**src/rtl/bft_leaf_pkg.sv**
```systemverilog
// Shared flit layout and FSM encoding for the BFT leaf driver and its helpers.
package bft_leaf_pkg;

    localparam int FLIT_W    = 49;
    localparam int VALID_BIT = 48;
    localparam int ADDR_LSB  = 43;
    localparam int ADDR_W    = 5;
    localparam int PORT_LSB  = 39;
    localparam int PORT_W    = 4;
    localparam int SEQ_LSB   = 32;
    localparam int SEQ_W     = 7;
    localparam int DATA_W    = 32;
    localparam int WORD_W    = PORT_W + DATA_W;

    typedef enum logic [1:0] {
        ST_IDLE   = 2'd0,
        ST_START  = 2'd1,
        ST_RUN    = 2'd2,
        ST_RESEND = 2'd3
    } state_e;

    function automatic logic [FLIT_W-1:0] make_flit(
        input logic [ADDR_W-1:0] addr,
        input logic [PORT_W-1:0] port,
        input logic [SEQ_W-1:0]  seq,
        input logic [DATA_W-1:0] data
    );
        return {1'b1, addr, port, seq, data};
    endfunction

endpackage

```
**src/rtl/leaf_sync_fifo.sv**
```systemverilog
// Single-clock FIFO with first-word fall-through read data and full/empty flags.
// A push on a full FIFO is still accepted when a pop happens in the same cycle.
module leaf_sync_fifo #(
    parameter int WIDTH = 36,
    parameter int DEPTH = 16
) (
    input  logic             clk,
    input  logic             reset,
    input  logic             push,
    input  logic [WIDTH-1:0] push_data,
    input  logic             pop,
    output logic [WIDTH-1:0] pop_data,
    output logic             full,
    output logic             empty
);

    localparam int AW = $clog2(DEPTH);

    logic [WIDTH-1:0] mem_q [DEPTH];
    logic [AW:0]      wr_ptr_q, wr_ptr_d;
    logic [AW:0]      rd_ptr_q, rd_ptr_d;
    logic             do_push, do_pop;

    assign empty   = (wr_ptr_q == rd_ptr_q);
    assign full    = (wr_ptr_q[AW] != rd_ptr_q[AW]) &&
                     (wr_ptr_q[AW-1:0] == rd_ptr_q[AW-1:0]);
    assign do_pop  = pop && !empty;
    assign do_push = push && (!full || do_pop);
    assign pop_data = mem_q[rd_ptr_q[AW-1:0]];

    always_comb begin
        wr_ptr_d = wr_ptr_q;
        rd_ptr_d = rd_ptr_q;
        if (do_push) wr_ptr_d = wr_ptr_q + (AW+1)'(1);
        if (do_pop)  rd_ptr_d = rd_ptr_q + (AW+1)'(1);
    end

    always_ff @(posedge clk) begin
        if (reset) begin
            wr_ptr_q <= '0;
            rd_ptr_q <= '0;
        end else begin
            wr_ptr_q <= wr_ptr_d;
            rd_ptr_q <= rd_ptr_d;
        end
    end

    always_ff @(posedge clk) begin
        if (do_push) mem_q[wr_ptr_q[AW-1:0]] <= push_data;
    end

endmodule

```
**src/rtl/bft_leaf_driver.sv**
```systemverilog
// Host-side driver for one BFT page leaf: streams TX words out as sequenced flits,
// replays the last flit after an idle timeout, and buffers every received flit.
module bft_leaf_driver
    import bft_leaf_pkg::*;
#(
    parameter logic [ADDR_W-1:0] LEAF_ADDR  = 5'd2,
    parameter int                FIFO_DEPTH = 16,
    parameter int                TIMEOUT    = 256
) (
    input  logic              clk,
    input  logic              reset,
    input  logic              start,
    input  logic [DATA_W-1:0] s_data,
    input  logic [PORT_W-1:0] s_port,
    input  logic              s_valid,
    output logic              s_ready,
    output logic [DATA_W-1:0] m_data,
    output logic [PORT_W-1:0] m_port,
    output logic              m_valid,
    input  logic              m_ready,
    output logic [FLIT_W-1:0] dout_leaf_bft2interface,
    input  logic [FLIT_W-1:0] din_leaf_interface2bft,
    output logic              ap_start,
    output logic              resend,
    output logic              overflow,
    output state_e            dbg_state
);

    localparam int CNT_W = $clog2(TIMEOUT) + 1;

    // Host streams: a word moves on a rising edge where valid && ready; valid must
    // not depend on ready, and ready here depends only on FIFO occupancy.
    logic              tx_full, tx_empty, tx_pop;
    logic [WORD_W-1:0] tx_word;
    logic              rx_full, rx_empty, rx_pop, rx_in_valid;
    logic [WORD_W-1:0] rx_word;
    logic [FLIT_W-1:0] tx_flit;
    logic              unused_din_fields;

    state_e             state_q, state_d;
    logic [SEQ_W-1:0]   seq_q, seq_d;
    logic [CNT_W-1:0]   cnt_q, cnt_d;
    logic               pending_q, pending_d;
    logic               overflow_q, overflow_d;
    logic               ap_start_q, ap_start_d;
    logic               resend_q, resend_d;
    logic [FLIT_W-1:0]  replay_q, replay_d;
    logic [FLIT_W-1:0]  dout_q, dout_d;

    assign s_ready     = !tx_full;
    assign m_valid     = !rx_empty;
    assign rx_pop      = m_valid && m_ready;
    assign rx_in_valid = din_leaf_interface2bft[VALID_BIT];
    assign m_port      = rx_word[WORD_W-1 -: PORT_W];
    assign m_data      = rx_word[DATA_W-1:0];
    assign tx_flit     = make_flit(LEAF_ADDR, tx_word[WORD_W-1 -: PORT_W], seq_q,
                                   tx_word[DATA_W-1:0]);
    assign unused_din_fields = ^{din_leaf_interface2bft[ADDR_LSB +: ADDR_W],
                                 din_leaf_interface2bft[SEQ_LSB +: SEQ_W]};

    leaf_sync_fifo #(.WIDTH(WORD_W), .DEPTH(FIFO_DEPTH)) u_tx_fifo (
        .clk       (clk),
        .reset     (reset),
        .push      (s_valid && s_ready),
        .push_data ({s_port, s_data}),
        .pop       (tx_pop),
        .pop_data  (tx_word),
        .full      (tx_full),
        .empty     (tx_empty)
    );

    // The BFT side is never stalled: the FIFO drops the flit itself when full.
    leaf_sync_fifo #(.WIDTH(WORD_W), .DEPTH(FIFO_DEPTH)) u_rx_fifo (
        .clk       (clk),
        .reset     (reset),
        .push      (rx_in_valid),
        .push_data ({din_leaf_interface2bft[PORT_LSB +: PORT_W],
                     din_leaf_interface2bft[DATA_W-1:0]}),
        .pop       (rx_pop),
        .pop_data  (rx_word),
        .full      (rx_full),
        .empty     (rx_empty)
    );

    always_comb begin
        state_d    = state_q;
        seq_d      = seq_q;
        cnt_d      = cnt_q;
        pending_d  = pending_q;
        replay_d   = replay_q;
        dout_d     = '0;
        tx_pop     = 1'b0;
        overflow_d = overflow_q || (rx_in_valid && rx_full && !rx_pop);

        // Any arriving flit counts as the peer being alive.
        if (rx_in_valid) begin
            cnt_d     = '0;
            pending_d = 1'b0;
        end

        case (state_q)
            ST_IDLE: begin
                if (start) state_d = ST_START;
            end
            ST_START: begin
                state_d = ST_RUN;
            end
            ST_RUN: begin
                if (!tx_empty) begin
                    tx_pop    = 1'b1;
                    dout_d    = tx_flit;
                    replay_d  = tx_flit;
                    seq_d     = seq_q + 7'd1;
                    pending_d = 1'b1;
                    cnt_d     = '0;
                end else if (pending_q && !rx_in_valid) begin
                    if (cnt_q == CNT_W'(TIMEOUT - 1)) begin
                        state_d = ST_RESEND;
                        dout_d  = replay_q;
                        cnt_d   = '0;
                    end else begin
                        cnt_d = cnt_q + CNT_W'(1);
                    end
                end
            end
            ST_RESEND: begin
                state_d = ST_RUN;
                cnt_d   = '0;
            end
            default: state_d = ST_IDLE;
        endcase

        ap_start_d = (state_d == ST_START);
        resend_d   = (state_d == ST_RESEND);
    end

    always_ff @(posedge clk) begin
        if (reset) begin
            state_q    <= ST_IDLE;
            seq_q      <= '0;
            cnt_q      <= '0;
            pending_q  <= 1'b0;
            overflow_q <= 1'b0;
            ap_start_q <= 1'b0;
            resend_q   <= 1'b0;
            replay_q   <= '0;
            dout_q     <= '0;
        end else begin
            state_q    <= state_d;
            seq_q      <= seq_d;
            cnt_q      <= cnt_d;
            pending_q  <= pending_d;
            overflow_q <= overflow_d;
            ap_start_q <= ap_start_d;
            resend_q   <= resend_d;
            replay_q   <= replay_d;
            dout_q     <= dout_d;
        end
    end

    assign dout_leaf_bft2interface = dout_q;
    assign ap_start  = ap_start_q;
    assign resend    = resend_q;
    assign overflow  = overflow_q;
    assign dbg_state = state_q;

endmodule

```
**config.mk**
```make
export PLATFORM = sky130hd
export DESIGN_NAME = bft_leaf_driver
export DESIGN_NICKNAME = d
export VERILOG_FILES = /design/src/rtl/bft_leaf_pkg.sv /design/src/rtl/leaf_sync_fifo.sv /design/src/rtl/bft_leaf_driver.sv
export SDC_FILE = /design/constraint.sdc
export NUM_CORES = 1
export LEC_CHECK = 0
export ABC_AREA = 1
export CAP_MARGIN = 20
export CORE_AREA = 2 2 607 307
export DETAILED_ROUTE_END_ITERATION = 8
export DIE_AREA = 0 0 609 309
export DONT_BUFFER_PORTS = 1
export HOLD_SLACK_MARGIN = 0.05
export SLEW_MARGIN = 20
export SYNTH_ARGS = -nofsm -noshare
export SYNTH_HDL_FRONTEND = slang
export SYNTH_HIERARCHICAL = 1
export SYNTH_SLANG_ARGS = --single-unit
```
**constraint.sdc**
```tcl
create_clock -name clk -period 12.1 [get_ports clk]
set_clock_uncertainty 0.1 [all_clocks]
set_input_delay 2.42 -clock clk [delete_from_list [all_inputs] [get_ports clk]]
set_output_delay 2.42 -clock clk [all_outputs]
set_load 0.02 [all_outputs]
```
Yosys cells after proc, flatten, opt, wreduce, memory -nomap -nowiden
Memory sizes are Yosys's and may differ from the RTL's. A register that Yosys moved wholly into a read port is not among the register bits. Cells that the tools add are included.

Bitwise gates (word level): 2. Reduce and logical (&&, ||, !) cells: 24. Eq/ne operators: 12. Muxes and demuxes: 26. Add/subtract/negate cells: 6.

Operators by type and width (number): $mux 49 (3); $mux 9 (4); $add 5x1->5 const B (4); $pmux 9 s2 (1); $mux 4 (4); $logic_and 1x1->1 (11); $eq 5x5->1 (2); $add 9x1->9 const B (1); $eq 9x8->1 const B (1); $mux 1 (9); $eq 4x4->1 (2); $mux 2 (4); $add 7x1->7 const B (1); $eq 2x2->1 const B (3); $logic_not 1->1 (6); $pmux 2 s3 (1); $eq 2x1->1 const B (2); $reduce_or 2->1 (2); $logic_or 1x1->1 (3); $logic_not 2->1 (1); $ne 1x1->1 (2); $not 1->1 (2); $reduce_and 2->1 (1).

Output and inout port bits: 92. RAM bits: 1152. Bits in registers: 131. Word-level logic and storage cells: 85. Memories kept: 2.

Memories: u_rx_fifo.mem_q (depth 16, bits a word 36, read ports 1, clocked after memory_dff 1, wr ports 1, RTL line leaf_sync_fifo.sv:19) `logic [WIDTH-1:0] mem_q [DEPTH];`; u_tx_fifo.mem_q (depth 16, bits a word 36, read ports 1, clocked after memory_dff 1, wr ports 1, RTL line leaf_sync_fifo.sv:19).

Longest topological paths before layout
Depth in word-level cells: 8. Gate-level depth with buffers: 15. Mapped depth without buffers: 13.

By module
Netlist, hierarchy kept.

By module, submodules not included: leaf_sync_fifo (times used 2, cells each 1791, area an instance 23401.2 sq um, sequential area each 17576.9 sq um); bft_leaf_driver (times used 1, cells each 560, area an instance 4251.6 sq um, sequential area each 2202.1 sq um).

Least setup slack after synthesis
Ideal clock, no wire load.

Kind: input port to flip-flop. From: input m_ready. To: memory u_rx_fifo.mem_q[11][0] (enable). Arrival time: 4635 ps. Path buffers: 0. Path slack: 6936 ps. Stages on the path: 8. Path through: inv_1 nor2_1 inv_1 nand4_2 nand2_2 inv_2 nand2_1 nor2_1.

Word-level cells in the longest chain between the ends: 6.

RTL lines: from (decl) (RTL line bft_leaf_driver.sv:20) `input logic m_ready,`; $logic_and 1x1->1 (RTL line bft_leaf_driver.sv:52) `assign rx_pop = m_valid && m_ready;`; via rx_pop (RTL line bft_leaf_driver.sv:35) `logic rx_full, rx_empty, rx_pop, rx_in_valid;`; $logic_and 1x1->1 (RTL line leaf_sync_fifo.sv:27) `assign do_pop = pop && !empty;`; $logic_or 1x1->1 (RTL line leaf_sync_fifo.sv:28) `assign do_push = push && (!full || do_pop);`; $logic_and 1x1->1 (RTL line leaf_sync_fifo.sv:28); $mux 1 (RTL line leaf_sync_fifo.sv:49) `if (do_push) mem_q[wr_ptr_q[AW-1:0]] <= push_data;`; $mux 1 (not written as such) (RTL line leaf_sync_fifo.sv:49); to (decl) (RTL line leaf_sync_fifo.sv:19).

The timed path passes the listed nets, and every way through them passes these cells.

==> results summary <==
The number of top-level pins came out at around 180. The share of the synthesized area in the top cell type came out at 67.8%. The maximum resistive drop on vdd came out at roughly 120 µV.

The worst hold-check path type is reg2reg. The synthesized design contains roughly 1300 register bits. Summed over all failing endpoints, the final setup total negative slack is 0 ps. The die is 309 µm tall. The area enclosed by the die boundary is 0.188 mm². Detailed routing inserted a total of 31000 vias. The count of input and output buffers is 0. The portion of total power attributed to sequential cells came out at roughly half. The fmax is roughly 150 MHz.

For this design, the CTS-stage hold fixing added 0 buffers. The overall routed net length is about 130 mm. The area of the core region came out at roughly 0.18 mm². The leakage dissipation came out at 18.0 nW. Counting flops with an async set or reset pin after synthesis yields a share of 0%. The dominant cell type by area after synthesis is edfxtp_1. The data arrival time of the critical path came out at roughly 4000 ps. The highest net fanout along the worst path is 80. The remaining routing DRC violations is 0. Sorting the synthesized cells by area gives the leading types as edfxtp_1, nor2_1, dfxtp_1.

The global-route total usage across every layer came out at about an eighth. The worst-case register-to-register setup slack came out at ~8000 ps. The total of max-cap violations came out at 0. The netlist area before placement came out at just over 0.05 mm². The total design power is between 0.009 and 0.01 W. The first detailed-routing pass took 7 iterations. The number of DRC markers after the initial detailed-route iteration is roughly 2600. The share of power burned in combinational logic came out at about 6.4%. The number of buffers created by CTS came out at 130. The transition at the pin with the smallest max-transition slack is approximately 1100 ps. The average routed wire per standard cell is between 15 and 20 µm. The number of instances in the synthesized netlist came out at between 4000 and 5000. Once detailed placement completed, the half-perimeter wirelength came to roughly 63 mm.

The internal cell power is 0.00732 W. The maximum buffer depth of the clock tree is 3. The category of the critical setup timing path is reg2out.

The area growth from synthesis to final layout is 12.9%. The floorplan step set the die width to ~600 µm. The hold violation count in the final report is 0. In this run the clock root is driven by a clkbuf_16. The final critical path time including I/O delays and setup is roughly 6500 ps. The analysis attributes to net switching a power of around 0.0022 W. The top flip-flop cell by instance count after synthesis is edfxtp_1. The number of buffers added for setup after CTS is 0. The H-tree depth reported by CTS is 4. The number of synthesized flops with an enable pin is ~1200.

In this run the critical register-to-register path is launched from u_tx_fifo/wr_ptr_q[2]. TritonCTS built the clock tree. The worst setup path is launched from a register. The number of distinct library cell variants in the gate-level netlist after synthesis came out at 37. Fill cells in the final layout number 18100. The total number of placement rows is around 110. The fraction of power spent switching nets came out at a little under a quarter. The post-route netlist has 7.96% of its cells at a drive strength greater than 1.

The net count reported at finish is between 4000 and 5000. In the routed layout, each cell is associated on average with a via count of 4.70. The starting utilization of the core area came out at 28.0%. Setup repair after global routing left no endpoint under its margin. Entering global routing, the biggest net connects 122 pins.

The critical path capture point type is an output port. The number of antenna violations at the first check in global routing came to 3. The worst slew slack as a fraction of its limit is between 20% and 30%. The count of instances resized after the clock tree is built is 0. Clock latency on the worst-skew pair, taken at its later pin, is about 770 ps. The required time at the endpoint of the critical path is approximately 9600 ps. The clock net in this run drives a total of 1290 sinks. The congestion estimate from routability-driven global placement came to between 0.7 and 0.8. The first-pass GRT wire length came out at 185 mm. The via count of the first global-routing pass came out at 29300. The number of slew-limit violations in the final report is 0. The launch point of the worst hold path is replay_q[14]. The number of warning messages in the yosys log is 6.

The final worst-path cycle share is roughly 54%. In this run the power density over the cells is between 150 and 200 mW/mm². The detail route stage leaves a number of antenna-violating nets equal to 0.

The flow ran to the end, and the final reports show no timing, DRC or antenna violations. The overflow left after global routing is 0. The synthesized area per cell is approximately 12 µm².

The clock-pin slew on the worst setup and hold paths came out at roughly 60 ps. The fraction of power consumed by the clock network came out at 41.7%. Setup violations remaining at the end of the flow were counted as 0. The register area share after synthesis came out at about three quarters.
-- cells in the final DEF (no fill, tap or decap), types with 29 or more instances in the layout --
| cell | count |
|---|---|
| a21oi_1 | 59 |
| buf_4 | 58 |
| clkbuf_16 | 133 |
| clkinv_1 | 29 |
| dfxtp_1 | 130 |
| edfxtp_1 | 1152 |
| inv_1 | 53 |
| nand2_1 | 308 |
| nand3_1 | 143 |
| nor2_1 | 935 |
| nor2_4 | 34 |
| o211ai_1 | 280 |
| o21ai_0 | 524 |
| o21ai_1 | 157 |
-- area by class of cell --
cell class                      instances  area (µm²)  share of cell area, %
Clock buffer                          161        3480                   6.04
Tap cell                             2429        3040                   5.27
Clock inverter                         79         756                   1.31
Inverter                               69         274                  0.475
Timing Repair Buffer                   58         435                  0.755
Antenna cell                            3        7.51                 0.0130
Sequential cell                      1290       37400                   64.8
Multi-Input combinational cell       2516       12300                   21.3
-- power groups by stage --
stage	Sequential, W	Combinational, W	Clock [W]
floorplan	0.00502	0.000482	0
global placement	0.00504	0.000611	0
detailed placement	0.00504	0.000615	0
CTS	0.00495	0.000616	0.00406
global route	0.00495	0.000682	0.00424
finish	0.00495	0.000605	0.00397
-- logic make-up after synthesis --
family,synth area share (%)
buf+inv,3.31
xor+xnor,0.257
simple gates,11.3
fa+ha+maj,0.294
flops,73.2
compound gates,11.7
other cells,0.00735
-- critical path, stage by stage, from the launching register on --
cell and delay, ps:
dfxtp_4 820, buf_4 640, buf_4 760, o21ai_0 190, o21ai_0 220, o211ai_1 120
nand2_1 350
-- per-stage QoR --
step	setup WS, ps	utilization, %	instances	instance area (µm²)	hold WS, ps
2_1_floorplan	6940	-	4145	51100	319
6_report	5580	31.6	6605	57600	339
3_3_place_gp	6400	29.3	6362	53400	330
4_1_cts	5530	31.6	6602	57600	337
5_1_grt	5300	31.6	6603	57600	364
3_5_place_dp	6370	29.3	6362	53400	330
-- sequential cells by signal (all words and copies together) (netlist names), 5 cells and up, named ones only --
register	cells
cnt_q	9
dout_leaf_bft2interface	44
replay_q	44
seq_q	7
u_rx_fifo/mem_q	576
u_rx_fifo/rd_ptr_q	5
u_rx_fifo/wr_ptr_q	5
u_tx_fifo/mem_q	576
u_tx_fifo/rd_ptr_q	5
u_tx_fifo/wr_ptr_q	5
-- synth_stat cells (2+ instances only) --
| library cell | count |
|---|---|
| inv_2 | 9 |
| o21ai_1 | 157 |
| buf_6 | 24 |
| xor2_1 | 9 |
| nor3_1 | 2 |
| nor2_2 | 3 |
| buf_12 | 2 |
| nor2_8 | 2 |
| a21oi_1 | 59 |
| xnor2_1 | 6 |
| nor2_1 | 967 |
| dfxtp_1 | 138 |
| ha_1 | 12 |
| nand4_1 | 5 |
| nand2_2 | 11 |
| clkbuf_1 | 125 |
| o211ai_1 | 280 |
| inv_1 | 55 |
| buf_1 | 28 |
| o21bai_1 | 7 |
| nand4_2 | 2 |
| nand3_1 | 143 |
| o211ai_2 | 8 |
| inv_8 | 2 |
| nand2_1 | 309 |
| edfxtp_1 | 1152 |
| buf_4 | 18 |
| nand3b_1 | 2 |
| o21ai_0 | 524 |
| buf_2 | 70 |
| clkinv_1 | 3 |
| buf_8 | 3 |
-- path summary, 6_finish.rpt --
kind / to / depth (start not counted)
worst max-delay path: m_data[27] / 6
worst min-delay path: dout_leaf_bft2interface[14] / 2
worst min register to register: dout_leaf_bft2interface[14] / 2
worst max register to register: u_tx_fifo/mem_q[9][21] / 14
-- per-layer routing --
| layer | vias to the layer above | GRT usage, % | routed length [µm] |
|---|---|---|---|
| met5 | - | 0 | 0 |
| met4 | 0 | 4.67 | 3290 |
| met3 | 168 | 2.24 | 6080 |
| met2 | 673 | 22.8 | 62300 |
| met1 | 15400 | 16.1 | 53800 |
| li1 | 14800 | - | - |
Note: power is estimated with default switching activity, not from simulation.
